[src/rtl/riscv_pkg.sv]
`default_nettype none
// ============================================================================
// Module      : riscv_pkg
// Description : Shared constants for the RISC-V fetch front end. Holds the
//               end-of-program marker, major opcode values and the fetch
//               state encoding.
// Revision    : 1.0 - initial release
// ============================================================================
package riscv_pkg;

    // Dummy instruction placed after the last real instruction of a program
    localparam logic [31:0] EOF_WORD = 32'hFFFF_FFFF;

    // Major opcodes (instr[6:0])
    localparam logic [6:0] R_I   = 7'b0110011;
    localparam logic [6:0] I_I   = 7'b0000011;
    localparam logic [6:0] Imm_I = 7'b0010011;
    localparam logic [6:0] S_I   = 7'b0100011;
    localparam logic [6:0] B_I   = 7'b1100011;
    localparam logic [6:0] U_I   = 7'b0110111;
    localparam logic [6:0] J_I   = 7'b1101111;
    localparam logic [6:0] AUIPC = 7'b0010111;

    // Fetch control state: RUN issues reads, HALT waits for a redirect
    typedef enum logic [0:0] {
        RUN  = 1'b0,
        HALT = 1'b1
    } fetch_state_e;

endpackage
`default_nettype wire

[src/rtl/sync_fifo.sv]
`default_nettype none
// ============================================================================
// Module      : sync_fifo
// Description : Single-clock FIFO with power-of-two depth, synchronous
//               active-low reset and a flush that empties it in one edge.
//               The head entry is presented combinationally from storage.
// Revision    : 1.0 - initial release
// ============================================================================
module sync_fifo #(
    parameter int unsigned WIDTH      = 64,
    parameter int unsigned DEPTH_LOG2 = 2
) (
    input  logic                  clk_i,
    input  logic                  rst_ni,
    input  logic                  push_i,
    input  logic                  pop_i,
    input  logic                  flush_i,
    input  logic [WIDTH-1:0]      wdata_i,
    output logic [WIDTH-1:0]      rdata_o,
    output logic [DEPTH_LOG2:0]   count_o,
    output logic                  full_o,
    output logic                  empty_o
);

    localparam int unsigned        DEPTH   = 1 << DEPTH_LOG2;
    localparam logic [DEPTH_LOG2:0] DEPTH_C = (DEPTH_LOG2 + 1)'(DEPTH);

    logic [WIDTH-1:0]      mem_q [DEPTH];
    logic [DEPTH_LOG2-1:0] wr_ptr_q;
    logic [DEPTH_LOG2-1:0] rd_ptr_q;
    logic [DEPTH_LOG2:0]   count_q;

    // Pointer and occupancy tracking; flush behaves like reset
    always_ff @(posedge clk_i) begin
        if (!rst_ni || flush_i) begin
            wr_ptr_q <= '0;
            rd_ptr_q <= '0;
            count_q  <= '0;
        end else begin
            if (push_i) wr_ptr_q <= wr_ptr_q + 1'b1;
            if (pop_i)  rd_ptr_q <= rd_ptr_q + 1'b1;
            case ({push_i, pop_i})
                2'b10:   count_q <= count_q + 1'b1;
                2'b01:   count_q <= count_q - 1'b1;
                default: count_q <= count_q;
            endcase
        end
    end

    // Storage array, no reset needed since occupancy gates visibility
    always_ff @(posedge clk_i) begin
        if (push_i) mem_q[wr_ptr_q] <= wdata_i;
    end

    assign rdata_o = mem_q[rd_ptr_q];
    assign count_o = count_q;
    assign full_o  = (count_q == DEPTH_C);
    assign empty_o = (count_q == '0);

endmodule
`default_nettype wire

[src/rtl/riscv_fetch_prefetch.sv]
`default_nettype none
// ============================================================================
// Module      : riscv_fetch_prefetch
// Description : Instruction fetch stage. Reads a synchronous instruction ROM,
//               buffers {pc, instr} in a prefetch FIFO, hands the head to the
//               core over valid/ready, follows branch redirects and stops
//               fetching once the end-of-program word has been pushed.
// Revision    : 1.0 - initial release
// ============================================================================
module riscv_fetch_prefetch #(
    parameter int unsigned DEPTH_LOG2 = 2,
    parameter int unsigned IMEM_AW    = 10,
    parameter logic [31:0] RESET_PC   = 32'h0,
    parameter logic [31:0] EOF_WORD   = riscv_pkg::EOF_WORD
) (
    input  logic               CLOCK_50,
    input  logic               reset_n,
    output logic               imem_rd,
    output logic [IMEM_AW-1:0] imem_addr,
    input  logic [31:0]        imem_rdata,
    output logic               instr_valid,
    input  logic               instr_ready,
    output logic [31:0]        instr,
    output logic [31:0]        instr_pc,
    input  logic               redirect,
    input  logic [31:0]        redirect_pc,
    output logic               eof,
    output logic [15:0]        fetch_count
);

    import riscv_pkg::*;

    localparam logic [DEPTH_LOG2:0] DEPTH_C = (DEPTH_LOG2 + 1)'(1) << DEPTH_LOG2;

    fetch_state_e state_q, state_d;
    logic [31:0]  fetch_pc_q, fetch_pc_d;
    logic [31:0]  rd_pc_q, rd_pc_d;      // byte address of the read in flight
    logic         inflight_q;
    logic         eof_q, eof_d;
    logic [15:0]  fetch_count_q, fetch_count_d;

    logic [DEPTH_LOG2:0] fifo_count;
    logic [DEPTH_LOG2:0] occupancy;
    logic                fifo_empty;
    logic                fifo_full_unused;
    logic [63:0]         fifo_head;
    logic                resp_is_eof;
    logic                issue;
    logic                push;
    logic                pop;
    logic                unused_pc_bits;

    // A response arrives exactly one cycle after each read. Issuing is blocked
    // during a redirect, so the only stale response is the one arriving in the
    // redirect cycle itself, and gating push with redirect discards it.
    assign resp_is_eof = inflight_q && (imem_rdata == EOF_WORD);
    assign push        = inflight_q && !redirect;
    assign pop         = !fifo_empty && instr_ready && !redirect;
    assign occupancy   = fifo_count + {{DEPTH_LOG2{1'b0}}, inflight_q};

    // An EOF response suppresses the read that would otherwise go out alongside it
    assign issue = reset_n && (state_q == RUN) && !redirect && !resp_is_eof
                   && (occupancy < DEPTH_C);

    // Next-state for fetch address, state, eof flag and push counter
    always_comb begin
        state_d       = state_q;
        fetch_pc_d    = fetch_pc_q;
        rd_pc_d       = rd_pc_q;
        eof_d         = eof_q;
        fetch_count_d = fetch_count_q;
        if (issue) begin
            rd_pc_d    = fetch_pc_q;
            fetch_pc_d = fetch_pc_q + 32'd4;
        end
        if (push) fetch_count_d = fetch_count_q + 16'd1;
        if (redirect) begin
            fetch_pc_d = {redirect_pc[31:2], 2'b00};
            state_d    = RUN;
            eof_d      = 1'b0;
        end else if (push && resp_is_eof) begin
            state_d = HALT;
            eof_d   = 1'b1;
        end
    end

    // Fetch control registers with synchronous active-low reset
    always_ff @(posedge CLOCK_50) begin
        if (!reset_n) begin
            state_q       <= RUN;
            fetch_pc_q    <= RESET_PC;
            rd_pc_q       <= RESET_PC;
            inflight_q    <= 1'b0;
            eof_q         <= 1'b0;
            fetch_count_q <= 16'd0;
        end else begin
            state_q       <= state_d;
            fetch_pc_q    <= fetch_pc_d;
            rd_pc_q       <= rd_pc_d;
            inflight_q    <= issue;
            eof_q         <= eof_d;
            fetch_count_q <= fetch_count_d;
        end
    end

    sync_fifo #(
        .WIDTH      (64),
        .DEPTH_LOG2 (DEPTH_LOG2)
    ) u_fifo (
        .clk_i   (CLOCK_50),
        .rst_ni  (reset_n),
        .push_i  (push),
        .pop_i   (pop),
        .flush_i (redirect),
        .wdata_i ({rd_pc_q, imem_rdata}),
        .rdata_o (fifo_head),
        .count_o (fifo_count),
        .full_o  (fifo_full_unused),
        .empty_o (fifo_empty)
    );

    assign unused_pc_bits = ^{redirect_pc[1:0], fifo_full_unused};

    assign imem_rd     = issue;
    assign imem_addr   = fetch_pc_q[IMEM_AW+1:2];
    assign instr_valid = !fifo_empty;
    assign instr       = fifo_head[31:0];
    assign instr_pc    = fifo_head[63:32];
    assign eof         = eof_q;
    assign fetch_count = fetch_count_q;

endmodule
`default_nettype wire
[config.mk]
export PLATFORM = sky130hd
export DESIGN_NAME = riscv_fetch_prefetch
export DESIGN_NICKNAME = d
export VERILOG_FILES = /design/src/rtl/riscv_pkg.sv /design/src/rtl/sync_fifo.sv /design/src/rtl/riscv_fetch_prefetch.sv
export SDC_FILE = /design/constraint.sdc
export NUM_CORES = 1
export LEC_CHECK = 0
export CAP_MARGIN = 20
export CORE_UTILIZATION = 55
export DETAILED_ROUTE_END_ITERATION = 8
export PLACE_DENSITY_LB_ADDON = 0.1
export REMOVE_ABC_BUFFERS = 1
export SYNTH_ARGS = -nofsm -noshare
export SYNTH_HDL_FRONTEND = slang
export SYNTH_SLANG_ARGS = --single-unit
[constraint.sdc]
create_clock -name CLOCK_50 -period 3.77 [get_ports CLOCK_50]
set_input_delay 0.5655 -clock CLOCK_50 [delete_from_list [all_inputs] [get_ports CLOCK_50]]
set_output_delay 0.5655 -clock CLOCK_50 [all_outputs]
set_load 0.005 [all_outputs]
Word level (Yosys, flattened, before mapping)
Memory sizes are Yosys's and may differ from the RTL's. A register that Yosys moved wholly into a read port is not among the register bits.
Cells that the tools add are included.
{"block": "word_totals", "romBits": 0, "wordCells": 48, "reg_bits": 89, "out_inout_bits": 93, "memories": 1, "in_bits": 68, "latchBits": 0, "ramBits": 256}
{"block": "classes", "eq_ne": 3, "div_mod_pow": 0, "add_sub_neg": 7, "order_cmp": 1, "mux": 7, "shifts": 0, "multipliers": 0, "n_bitwise": 2, "reduce_logical": 18}
{"memory": "u_fifo.mem_q", "depth": 4, "word_bits": 64, "read_ports": 1, "rd_clocked_by_memory_dff": 1, "wr": 1, "line_no": "sync_fifo.sv:28", "source": "logic [WIDTH-1:0] mem_q [DEPTH];"}
{"cell": "$mux W32", "n": 2}
{"cell": "$add A32 B3 Y32 const B", "n": 1}
{"cell": "$eq A32 B32 Y1 const B", "n": 1}
{"cell": "$add A16 B1 Y16 const B", "n": 1}
{"cell": "$logic_and A1 B1 Y1", "n": 9}
{"cell": "$pmux W3 S2", "n": 1}
{"cell": "$add A2 B1 Y2 const B", "n": 2}
{"cell": "$logic_not A1 Y1", "n": 4}
{"cell": "$mux W2", "n": 2}
{"cell": "$reduce_bool A2 Y1", "n": 2}
{"cell": "$add A3 B1 Y3", "n": 1}
{"cell": "$add A3 B1 Y3 const B", "n": 1}
{"cell": "$logic_not A3 Y1", "n": 1}
{"cell": "$lt A3 B3 Y1 const B", "n": 1}
{"cell": "$sub A3 B1 Y3 const B", "n": 1}
{"cell": "$eq A2 B1 Y1 const B", "n": 1}
{"cell": "$eq A2 B2 Y1 const B", "n": 1}
{"cell": "$mux W1", "n": 2}
{"cell": "$not A1 Y1", "n": 2}
{"cell": "$reduce_or A2 Y1", "n": 1}
{"cell": "$logic_or A1 B1 Y1", "n": 1}

Longest topological paths before layout
{"block": "depth", "ltp_word": 7, "ltp_mapped": 10, "ltp_nobuf": 8}

Modules after synthesis
A second synthesis with hierarchy kept.
{"block": "unflattened", "hier_cells": 828, "area_unflattened_um2": 13584.3}
{"module": "sync_fifo", "seq_area_each_um2": 7867.5, "cells_per_inst": 382, "instances": 1, "area_each_um2": 9750.6}
{"module": "riscv_fetch_prefetch", "seq_area_each_um2": 1561.5, "cells_per_inst": 446, "instances": 1, "area_each_um2": 3833.7}

Least setup slack after synthesis
No wires, ideal clock.
{"block": "synth_timing", "path_type": "reg-to-reg", "start": "register inflight_q", "end": "memory u_fifo.mem_q[0][0], enable pin", "setup_slack_ps": 959, "setup_ps": 427, "period_less_slack_ps": 2811, "stages_incl_launch_ff": 5, "required_time_ps": 3343, "arrival_time_ps": 2384, "n_path_buf": 2, "path_cell_list": "dfxtp_1 -> buf_2 -> nor2b_1 -> buf_2 -> and2_1"}
{"block": "synth_between", "elab_chain_len": 3}
{"element": "start: declaration", "line_no": "riscv_fetch_prefetch.sv:38", "source": "logic inflight_q;"}
{"element": "start signal: assignment", "line_no": "riscv_fetch_prefetch.sv:100", "source": "inflight_q <= issue;"}
{"element": "$logic_and A1 B1 Y1", "line_no": "riscv_fetch_prefetch.sv:57", "source": "assign push = inflight_q && !redirect;"}
{"element": "$mux W1", "line_no": "sync_fifo.sv:52", "source": "if (push_i) mem_q[wr_ptr_q] <= wdata_i;"}
{"element": "$mux W1 (implied by the code)", "line_no": "sync_fifo.sv:52"}
{"element": "end: declaration", "line_no": "sync_fifo.sv:28"}
Every way passes these cells.

==> results.toml <==
[outcome]
status = "finished clean"

[placed_design]
hpwl_um = 17000
io_buffers = 156
dp.cells = 1253
post-place-ws_ns = 0.553
gp_congestion = 0.827

[worst_setup_path]
cp_max_fo = 24
cp_slowest_cell = "dfxtp_4"
cp.arrival_ns = 2.63
worstPathCellList = "buf_4, mux4_2, clkdlybuf4s50_1"
slowest_delay_ns = 0.73
setup.worst_path.end_class = "primary output"
crit_type = "reg -> out"
worst_ep_required_time_ns = 3.20
cp-start-kind = "flip-flop"

[synthesis]
ys_seq_area_frac = 0.698
ys_ff_latch = 335
syn_inst = 810
synth_cell_types = 51
async_reset_ff_frac = 0
synth_edf_count = 248
ys.flop_type = "edfxtp_1"
yosys_warnings = 0
synth_area_um2 = 13200
avgSynthCellArea_um2 = 16.3

[finish]
layout_commonest_cell = "edfxtp_1"
syn_to_final_growth_pct = 23.4
n_antenna_cell = 0
instances_no_fill = 1319
layout-drive-gt1-share = 0.145
seq_area_um2 = 9190
multi_input_area_um2 = 3680
fill_cells = 1586
final_cell_mix = "edfxtp_1 (248), clkdlybuf4s50_1 (156), dfxtp_1 (85), mux4_2 (62), nor2_1 (60)"
nNetsFinal = 1048

[detailed_routing]
antenna_left = 0
wl_um = 27400
num_vias = 7737
drc = 0
first_pass_iters = 5
vias_per_cell = 5.87
drt_iter0_drc = 465
routedWlPerCell_um = 20.7

[timing]
timing.final.crit_share = 0.847
postLayoutSetupSlackWorst_ns = 0.575
period_needed_ns = 3.19
max_freq_mhz = 313
setup_viol = 0
slew_viol_final = 0
tightest_slew_ns = 0.635
hold_viol = 0
relSlewSlack = 0.575
skew_ns = 0.0216
rsz0062_at_grt = "no"
tns_ns = 0

[die]
fp.dieH_um = 157
die_w_um = 157
num_io_pins = 161
dieArea_um2 = 24600
core_area_um2 = 23500
row_count = 56
floorplan.initialDensity = 0.561

[flow_run]
maxCapViolCount = 0

[worst_hold_path]
hold_path.class = "reg -> reg"

[power_and_ir_drop]
power_mw = 7.76
p_leak_nw = 5.39
vdd_drop_max_uv = 327
power_density_nw_per_um2 = 478

[grt]
grt.overflow.total = 0
globalRouteTotalUtil = 0.226
antenna_found_initial = 0
grt_pass1_vias = 7884
grt_pass1_wl_um = 42100
grt_max_degree = 55

[cts]
holdBufCountCts = 0
path_clk_slew_ns = 0.06
post_cts_buffers = 0
cts_resized = 0
clk_path_buf_depth = 3
numCtsBuffers = 36
clockRootBuffer = "clkbuf_16"
clk_latency_ns = 0.52
cts_tree = "yes"
clkSinkCount = 335
ctsHtreeMaxLevel = 2
## layer usage
layer	track usage	wire, µm
met1	0.292	11500
met5	0	0
met3	0.0537	1890
met4	0.0607	448
met2	0.382	13500
## cell usage after synthesis (6+ instances only)
library cell  number  share of area
edfxtp_1         248           0.57
buf_4             14         0.0080
nor3_1            10         0.0038
a31oi_1           20         0.0095
nor2_1            60          0.017
nand3_1           15         0.0057
nand4_1           23          0.011
inv_1             13         0.0037
nand2_1           28         0.0080
mux4_2            62           0.11
o21ai_0           25         0.0095
or4_1             10         0.0057
o31ai_1           11         0.0063
a21oi_1            7         0.0027
dfxtp_1           87           0.13
clkbuf_1          26         0.0074
nor4_1             8         0.0038
and2_1             6         0.0028
buf_2             12         0.0046
xnor2_1           12         0.0080
xor2_1             9         0.0060
ha_1               7         0.0066
or3_1             10         0.0047
mux2i_1           32          0.024
## path summary, 6_finish.rpt
kind	start	end	slack, ns	cells past startpoint
worst min-delay path	rd_pc_q[3]	u_fifo.mem_q[1][35]	0.51	0
worst min register to register	rd_pc_q[3]	u_fifo.mem_q[1][35]	0.51	0
worst max register to register	fetch_pc_q[2]	fetch_pc_q[28]	1.29	5
worst max-delay path	flip-flop	instr[30]	0.58	3
## logic make-up after synthesis
family | after synthesis | share of synthesized area
compound gates | 90 | 0.0462
xor+xnor | 21 | 0.0140
fa+ha+maj | 8 | 0.00817
buf+inv | 66 | 0.0245
flops | 335 | 0.698
mux | 94 | 0.130
other cells | 1 | 0.000285
simple gates | 195 | 0.0790
## per-stage QoR
stage	instance area, µm²	hold slack [ns]	utilization
global placement	15100	0.472	0.644
CTS	16300	0.502	0.692
detailed placement	15100	0.494	0.644
finish	16300	0.507	0.692
global route	16300	0.522	0.692
floorplan	12900	0.459	-
## worst max-delay path: cells and delay by family, from the launching register on
family	cells	cell delay [ns]
buffers and inverters	2	0.82
flip-flops	1	0.73
multiplexers	1	0.54
## where the power goes
part,total (mW),internal [mW],switching (mW)
clock,3.38,2.01,1.38
combinational,0.314,0.172,0.142
sequential,4.06,4.00,0.0604
total,7.76,6.18,1.58
## final cells by class
cell class,instances,share of cell area
inverter,13,0.00300
timing repair buffer,176,0.110
sequential,335,0.566
multi-input combinational,410,0.226
clock inverter,17,0.00885
clock buffer,49,0.0616
tap,319,0.0246
## state kept, by name, indices dropped and copies added, names as in the netlist, named ones only
name             flops
rd_pc_q             30
u_fifo.mem_q       248
u_fifo.rd_ptr_q      2
inflight_q           1
u_fifo.wr_ptr_q      2
fetch_pc_q          30
u_fifo.count_o       3
fetch_count         16
eof                  1
Power figures use the tool's default switching activity.
